File: src/rtl/mem_req_initiator.sv
// Memory self-test initiator: writes NUM_TXN LFSR words to a strided address
// sequence over a single-outstanding req/ready port, then reads them back and checks them.
module mem_req_initiator #(
    parameter int unsigned NUM_TXN     = 10,
    parameter int unsigned ADDR_W      = 10,
    parameter int unsigned DATA_W      = 32,
    parameter int unsigned ADDR_BASE   = 0,
    parameter int unsigned ADDR_STRIDE = 1,
    parameter logic [31:0] SEED        = 32'h0000_ACE1
) (
    input  logic              clk,
    input  logic              reset,
    input  logic              start_i,
    output logic              req_o,
    output logic              req_rnw_o,
    output logic [ADDR_W-1:0] req_addr_o,
    output logic [DATA_W-1:0] req_wdata_o,
    input  logic              req_ready_i,
    input  logic [DATA_W-1:0] req_rdata_i,
    output logic              busy_o,
    output logic              done_o,
    output logic              pass_o,
    output logic [15:0]       err_count_o,
    output logic [ADDR_W-1:0] first_err_addr_o
);

    typedef enum logic [2:0] {
        S_IDLE   = 3'd0,
        S_WR_REQ = 3'd1,
        S_WR_GAP = 3'd2,
        S_RD_REQ = 3'd3,
        S_RD_GAP = 3'd4,
        S_DONE   = 3'd5
    } state_t;

    localparam logic [15:0]       LAST_IDX = 16'(NUM_TXN - 1);
    localparam logic [ADDR_W-1:0] BASE_A   = ADDR_W'(ADDR_BASE);
    localparam logic [ADDR_W-1:0] STRIDE_A = ADDR_W'(ADDR_STRIDE);

    function automatic logic [31:0] lfsr_next(input logic [31:0] v);
        lfsr_next = (v >> 1) ^ (v[0] ? 32'h8020_0003 : 32'h0000_0000);
    endfunction

    state_t            state_q, state_d;
    logic [15:0]       idx_q, idx_d;
    logic [31:0]       lfsr_q, lfsr_d;
    logic [ADDR_W-1:0] addr_q, addr_d;
    logic [DATA_W-1:0] wdata_q, wdata_d;
    logic              req_q, req_d;
    logic              rnw_q, rnw_d;
    logic              busy_q, busy_d;
    logic              done_q, done_d;
    logic              pass_q, pass_d;
    logic [15:0]       err_q, err_d;
    logic [ADDR_W-1:0] first_q, first_d;

    // Next-state logic; outputs are derived from the next state so they leave flops.
    always_comb begin
        state_d = state_q;
        idx_d   = idx_q;
        lfsr_d  = lfsr_q;
        addr_d  = addr_q;
        err_d   = err_q;
        first_d = first_q;
        case (state_q)
            S_IDLE, S_DONE: begin
                if (start_i) begin
                    state_d = S_WR_REQ;
                    idx_d   = 16'd0;
                    err_d   = 16'd0;
                    first_d = {ADDR_W{1'b0}};
                    lfsr_d  = SEED;
                    addr_d  = BASE_A;
                end else begin
                    state_d = state_q;
                end
            end
            S_WR_REQ: begin
                if (req_ready_i) begin
                    lfsr_d  = lfsr_next(lfsr_q);
                    state_d = S_WR_GAP;
                end else begin
                    state_d = S_WR_REQ;
                end
            end
            S_WR_GAP: begin
                if (idx_q == LAST_IDX) begin
                    idx_d   = 16'd0;
                    lfsr_d  = SEED;
                    addr_d  = BASE_A;
                    state_d = S_RD_REQ;
                end else begin
                    idx_d   = idx_q + 16'd1;
                    addr_d  = addr_q + STRIDE_A;
                    state_d = S_WR_REQ;
                end
            end
            S_RD_REQ: begin
                if (req_ready_i) begin
                    if (req_rdata_i != lfsr_q[DATA_W-1:0]) begin
                        // First-error address is latched only on the first miscompare.
                        if (err_q == 16'd0) begin
                            first_d = addr_q;
                        end else begin
                            first_d = first_q;
                        end
                        if (err_q != 16'hFFFF) begin
                            err_d = err_q + 16'd1;
                        end else begin
                            err_d = err_q;
                        end
                    end else begin
                        err_d = err_q;
                    end
                    lfsr_d  = lfsr_next(lfsr_q);
                    state_d = S_RD_GAP;
                end else begin
                    state_d = S_RD_REQ;
                end
            end
            S_RD_GAP: begin
                if (idx_q == LAST_IDX) begin
                    state_d = S_DONE;
                end else begin
                    idx_d   = idx_q + 16'd1;
                    addr_d  = addr_q + STRIDE_A;
                    state_d = S_RD_REQ;
                end
            end
            default: begin
                state_d = S_IDLE;
            end
        endcase

        req_d   = (state_d == S_WR_REQ) || (state_d == S_RD_REQ);
        rnw_d   = (state_d == S_RD_REQ);
        wdata_d = (state_d == S_WR_REQ) ? lfsr_d[DATA_W-1:0] : {DATA_W{1'b0}};
        busy_d  = (state_d != S_IDLE) && (state_d != S_DONE);
        done_d  = (state_d == S_DONE);
        pass_d  = done_d && (err_d == 16'd0);
    end

    // State and output registers with asynchronous reset.
    always_ff @(posedge clk or posedge reset) begin
        if (reset) begin
            state_q <= S_IDLE;
            idx_q   <= 16'd0;
            lfsr_q  <= SEED;
            addr_q  <= {ADDR_W{1'b0}};
            wdata_q <= {DATA_W{1'b0}};
            req_q   <= 1'b0;
            rnw_q   <= 1'b0;
            busy_q  <= 1'b0;
            done_q  <= 1'b0;
            pass_q  <= 1'b0;
            err_q   <= 16'd0;
            first_q <= {ADDR_W{1'b0}};
        end else begin
            state_q <= state_d;
            idx_q   <= idx_d;
            lfsr_q  <= lfsr_d;
            addr_q  <= addr_d;
            wdata_q <= wdata_d;
            req_q   <= req_d;
            rnw_q   <= rnw_d;
            busy_q  <= busy_d;
            done_q  <= done_d;
            pass_q  <= pass_d;
            err_q   <= err_d;
            first_q <= first_d;
        end
    end

    assign req_o            = req_q;
    assign req_rnw_o        = rnw_q;
    assign req_addr_o       = addr_q;
    assign req_wdata_o      = wdata_q;
    assign busy_o           = busy_q;
    assign done_o           = done_q;
    assign pass_o           = pass_q;
    assign err_count_o      = err_q;
    assign first_err_addr_o = first_q;

endmodule

File: config.mk
export PLATFORM = sky130hd
export DESIGN_NAME = mem_req_initiator
export DESIGN_NICKNAME = d
export VERILOG_FILES = /design/src/rtl/mem_req_initiator.sv
export SDC_FILE = /design/constraint.sdc
export NUM_CORES = 1
export LEC_CHECK = 0
export BUFFER_PORTS_ARGS = -buffer_cell sky130_fd_sc_hd__buf_2
export CORE_ASPECT_RATIO = 2
export CORE_UTILIZATION = 40
export DETAILED_ROUTE_END_ITERATION = 10
export PLACE_DENSITY = 0.67
export SYNTH_ARGS = -nofsm -noshare
export SYNTH_HDL_FRONTEND = slang
export SYNTH_SLANG_ARGS = --single-unit
File: constraint.sdc
create_clock -name clk -period 5.4 [get_ports clk]
set_clock_uncertainty 0.2 [all_clocks]
set_input_delay 0.54 -clock clk [delete_from_list [all_inputs] [get_ports clk]]
set_output_delay 0.54 -clock clk [all_outputs]
set_load 0.01 [all_outputs]
==> out/results.txt <==
The core outline area came out at 0.0144 mm^2. Post-CTS repair changed the size of 0 cells. By area the synthesized netlist is led by dfrtp_1, xnor2_1, and3_1. Met2 routing resource usage after global routing: 0.401.

The combinational family with the most area after synthesis was simple AND/OR/NAND/NOR gates. For this run, the detailed router's first-pass iteration total came to 5. In the synthesized netlist, the number of instances is 579.

The logs give 2 for the maximum buffer depth of the clock tree and 0.00661 mm^2 for the post-detailed-placement cell area. The depth of the worst register-to-register path is 7. Averaged over all synthesized cells, the footprint is 10.2 um^2. The relative contribution of combinational cells to total power was 0.307.

The vertical extent of the die is 174 um. The number of nets handed over by synthesis was 620. The area growth from synthesis to layout is 22.8%. Setup repair after global routing left no endpoint under its margin. Along the worst path, the maximum fanout reaches 20. The number of antenna violations at the first check in global routing is 0. The power share of the sequential group is 0.361.

The most used flip-flop cell after synthesis is dfrtp_1. The detailed router's first-iteration violation count was 338. IR analysis of the VDD net gives a maximum drop of 0.260 mV. The area of the mapped netlist came out at 0.00592 mm^2. Post-synthesis async set-or-reset flop share: 1.00. The post-synthesis adder-cell area fraction was 0.0123. The tools report the library cell used as clock root buffer as clkbuf_16. The global-route wire length before repair is 25.4 mm, and the filler cell count is 1353. Global routing finished with a remaining overflow of 0.

For the via count of the first global-routing pass, the log shows 4978. The worst setup path is launched from a flop. The post-synthesis xor/xnor area fraction is 0.0813. The register bit count reported by yosys came out at 124. The initial core utilization came out at 0.411. The tools report the nature of the critical path endpoint as a flop. The met3 capacity usage during global routing was 0.0475; the register area was 0.00311 mm^2. The area enclosed by the die boundary came out at 0.0153 mm^2. The post-synthesis compound-gate area fraction works out to 0.130. Busiest layer in global routing: met2. The synthesized design contains 0 enable-type register cells.

CTS saw 124 sinks. In this run the power density over the cells is 528 mW/mm^2. The shortest clock period the worst path allows after layout was 3.27 ns. Derived from the worst setup path, the maximum achievable clock frequency is 306 MHz. The internal power contribution is 2.45 mW.

The maximum number of pins on one net before global-route repair is 80. The tools report the area occupied by multi-input gates as 0.00259 mm^2. The run finished with clean final reports.

The worst-skew pair later-pin latency was 0.42 ns; the number of pins exceeding their max-slew limit in the final report was 0. The logs give 0 for the number of setup violations in the final report and 0 for the hold violation count in the final report. The per-cell routed wire length is 18.4 um, and the placer congestion estimate is 0.924. Across all layers, the routed design uses 4964 vias. The number of diodes added for antenna fixing is 0, and the number of setup buffers added after CTS is 0. Across the run, the number of max-cap violations was 0.

The post-detailed-route via-to-cell ratio works out to 5.63. The clock-pin slew reported for the worst setup and hold paths after clock tree synthesis is 0.06 ns, and the fraction of the cycle the final worst path needs is 0.605. The data required time at the worst endpoint was 5.53 ns. After clock tree synthesis, the flow added hold-fix buffers numbering 0.

The worst slew margin relative to its limit came out at 0.202. Once detail routing completed, the nets flagged for antenna violations numbered 0. The share of cell area taken by muxes after synthesis was 0.00338; the final HPWL from detailed placement was 11.3 mm. After detailed routing, the number of remaining DRC violations is 0. The final standard cell area without fillers is 0.00727 mm^2, and the routed wire length is 16.2 mm. Proportion of netlist area held by the largest area contributor: 0.490. The type of the tightest min-delay check is in2async. The tools report the global routing usage on met1 as 0.232.

For the power share of the clock group, the log shows 0.332. Synthesis instantiated 63 different standard cells from the library. In this run the power spent charging and discharging nets is 1.40 mW. During I/O placement, the number of pins put on the boundary was 109. The port buffer count came out at 108. The switching share of power was 0.364; the share of cells above drive strength 1 was 0.252.

For the final sum of negative setup slack, the log shows 0 ns. The synthesized design spends more area on one cell type than any other, namely dfrtp_1. In this run the core area contains 62 standard-cell rows. The tools report the number of warnings reported in the yosys synthesis log as 0. The simple-gate area share of the yosys netlist works out to 0.208. TritonCTS built the clock tree. TritonCTS created 17 clock buffers. The tools report the total routing usage reported by global routing as 0.219.

The logs give 0.526 for the sequential share of the synthesized area and 3.57 nW for the leakage power of the design. The die is 88.0 um wide. Across all hold checks on the routed design, the worst slack comes to 0.147 ns. Post-layout net count: 718.

Worst-margin pin slew: 1.19 ns. The H-tree generated during clock tree synthesis spans 4 levels. The data arrival time of the worst path came out at 3.40 ns. The critical path start-end classification was reg2reg.
[power groups by stage]
stage | Clock [mW] | Combinational [mW] | Sequential (mW)
final | 1.28 | 1.18 | 1.39
after global routing | 1.33 | 1.29 | 1.42
after CTS | 1.29 | 1.18 | 1.38
after detailed placement | 0 | 1.18 | 1.39
after global placement | 0 | 1.16 | 1.39
after floorplan | 0 | 0.807 | 1.36
[synth_stat cells (all sizes together) (7+ instances only)]
library cell,instances
dfrtp,116
xnor2,36
nand3,29
and4,8
a22o,24
nor2,41
a221oi,7
nand2,39
dfstp,8
xor2,19
and3,38
nand4,21
nor3,10
clkbuf,25
nor4,8
a21oi,25
buf,9
inv,23
o21ai,30
[state kept, by name, indices dropped and copies added (netlist names)]
signal / count
lfsr_q: 32
req_wdata_o: 32
err_count_o: 16
idx_q: 16
first_err_addr_o: 10
req_addr_o: 10
state_q: 3
busy_o: 1
done_o: 1
pass_o: 1
req_o: 1
req_rnw_o: 1
[worst paths after layout]
check / slack [ns] / start / to
max: 2.13 / state_q[1] / pass_o
min: 0.15 / reset / first_err_addr_o[5]
max reg2reg: 2.13 / state_q[1] / pass_o
min reg2reg: 0.34 / first_err_addr_o[9] / first_err_addr_o[9]
max in group asynchronous: 3.69 / reset / req_wdata_o[7]
min in group clk: 0.34 / first_err_addr_o[9] / first_err_addr_o[9]
[per-layer routing]
layer | wire length, um | part of all wire
met4 | 429 | 0.026
met3 | 892 | 0.055
met1 | 5920 | 0.37
met2 | 8950 | 0.55
met5 | 0 | 0
[area by class of cell]
class / instances / area share
Clock buffer: 17 / 0.0585
Clock inverter: 15 / 0.0325
Tap cell: 192 / 0.0330
Inverter: 23 / 0.0122
Timing Repair Buffer: 113 / 0.0795
Sequential cell: 124 / 0.428
Multi-Input combinational cell: 398 / 0.356
[critical path: stages (launching register included)]
cell and delay [ns]:
dfrtp_1 0.69, and3_1 0.74, nor2_1 0.31, and3b_1 0.33, a211oi_1 0.10, a211oi_1 0.24
nand4_1 0.26, nor4_2 0.30
[logic make-up after synthesis]
kind of cell,count (synthesis)
buffers and inverters,57
muxes,2
adders and majority gates,6
AOI/OAI and AO/OA,115
xor gates and xnor gates,55
DFF,124
and+or+nand+nor,220
[cells in the final DEF (no fill, tap or decap), types with 3 or more instances in the layout]
cell | synthesis | final
a211oi_1 | 4 | 4
a21o_1 | 3 | 3
a21oi_1 | 25 | 25
a221oi_1 | 7 | 7
a22o_1 | 24 | 24
a31oi_1 | 5 | 5
and2_1 | 3 | 3
and3_1 | 36 | 36
and4_1 | 6 | 6
buf_2 | 5 | 108
buf_4 | 1 | 5
bufinv_16 | 0 | 5
clkbuf_16 | 0 | 17
clkinv_4 | 0 | 3
clkinvlp_4 | 0 | 3
dfrtp_1 | 116 | 116
dfstp_2 | 8 | 8
ha_1 | 5 | 5
inv_1 | 22 | 21
inv_6 | 0 | 3
nand2_1 | 38 | 38
nand3_1 | 29 | 29
nand4_1 | 19 | 19
nor2_1 | 41 | 41
nor3_1 | 10 | 10
nor4_1 | 6 | 6
nor4b_1 | 4 | 4
o21ai_0 | 29 | 29
or2_2 | 3 | 3
or3_1 | 5 | 5
xnor2_1 | 36 | 36
xor2_1 | 19 | 19
[through the flow]
step / std cells / utilization / setup WS [ns] / power [mW]
global placement: 850 / 0.458 / 2.08 / 2.55
floorplan: 579 / - / 1.37 / 2.16
global route: 882 / 0.504 / 1.91 / 4.03
CTS: 882 / 0.504 / 2.17 / 3.86
finish: 882 / 0.504 / 2.13 / 3.84
detailed placement: 850 / 0.458 / 2.05 / 2.57
(Power assumes the default switching activity.)
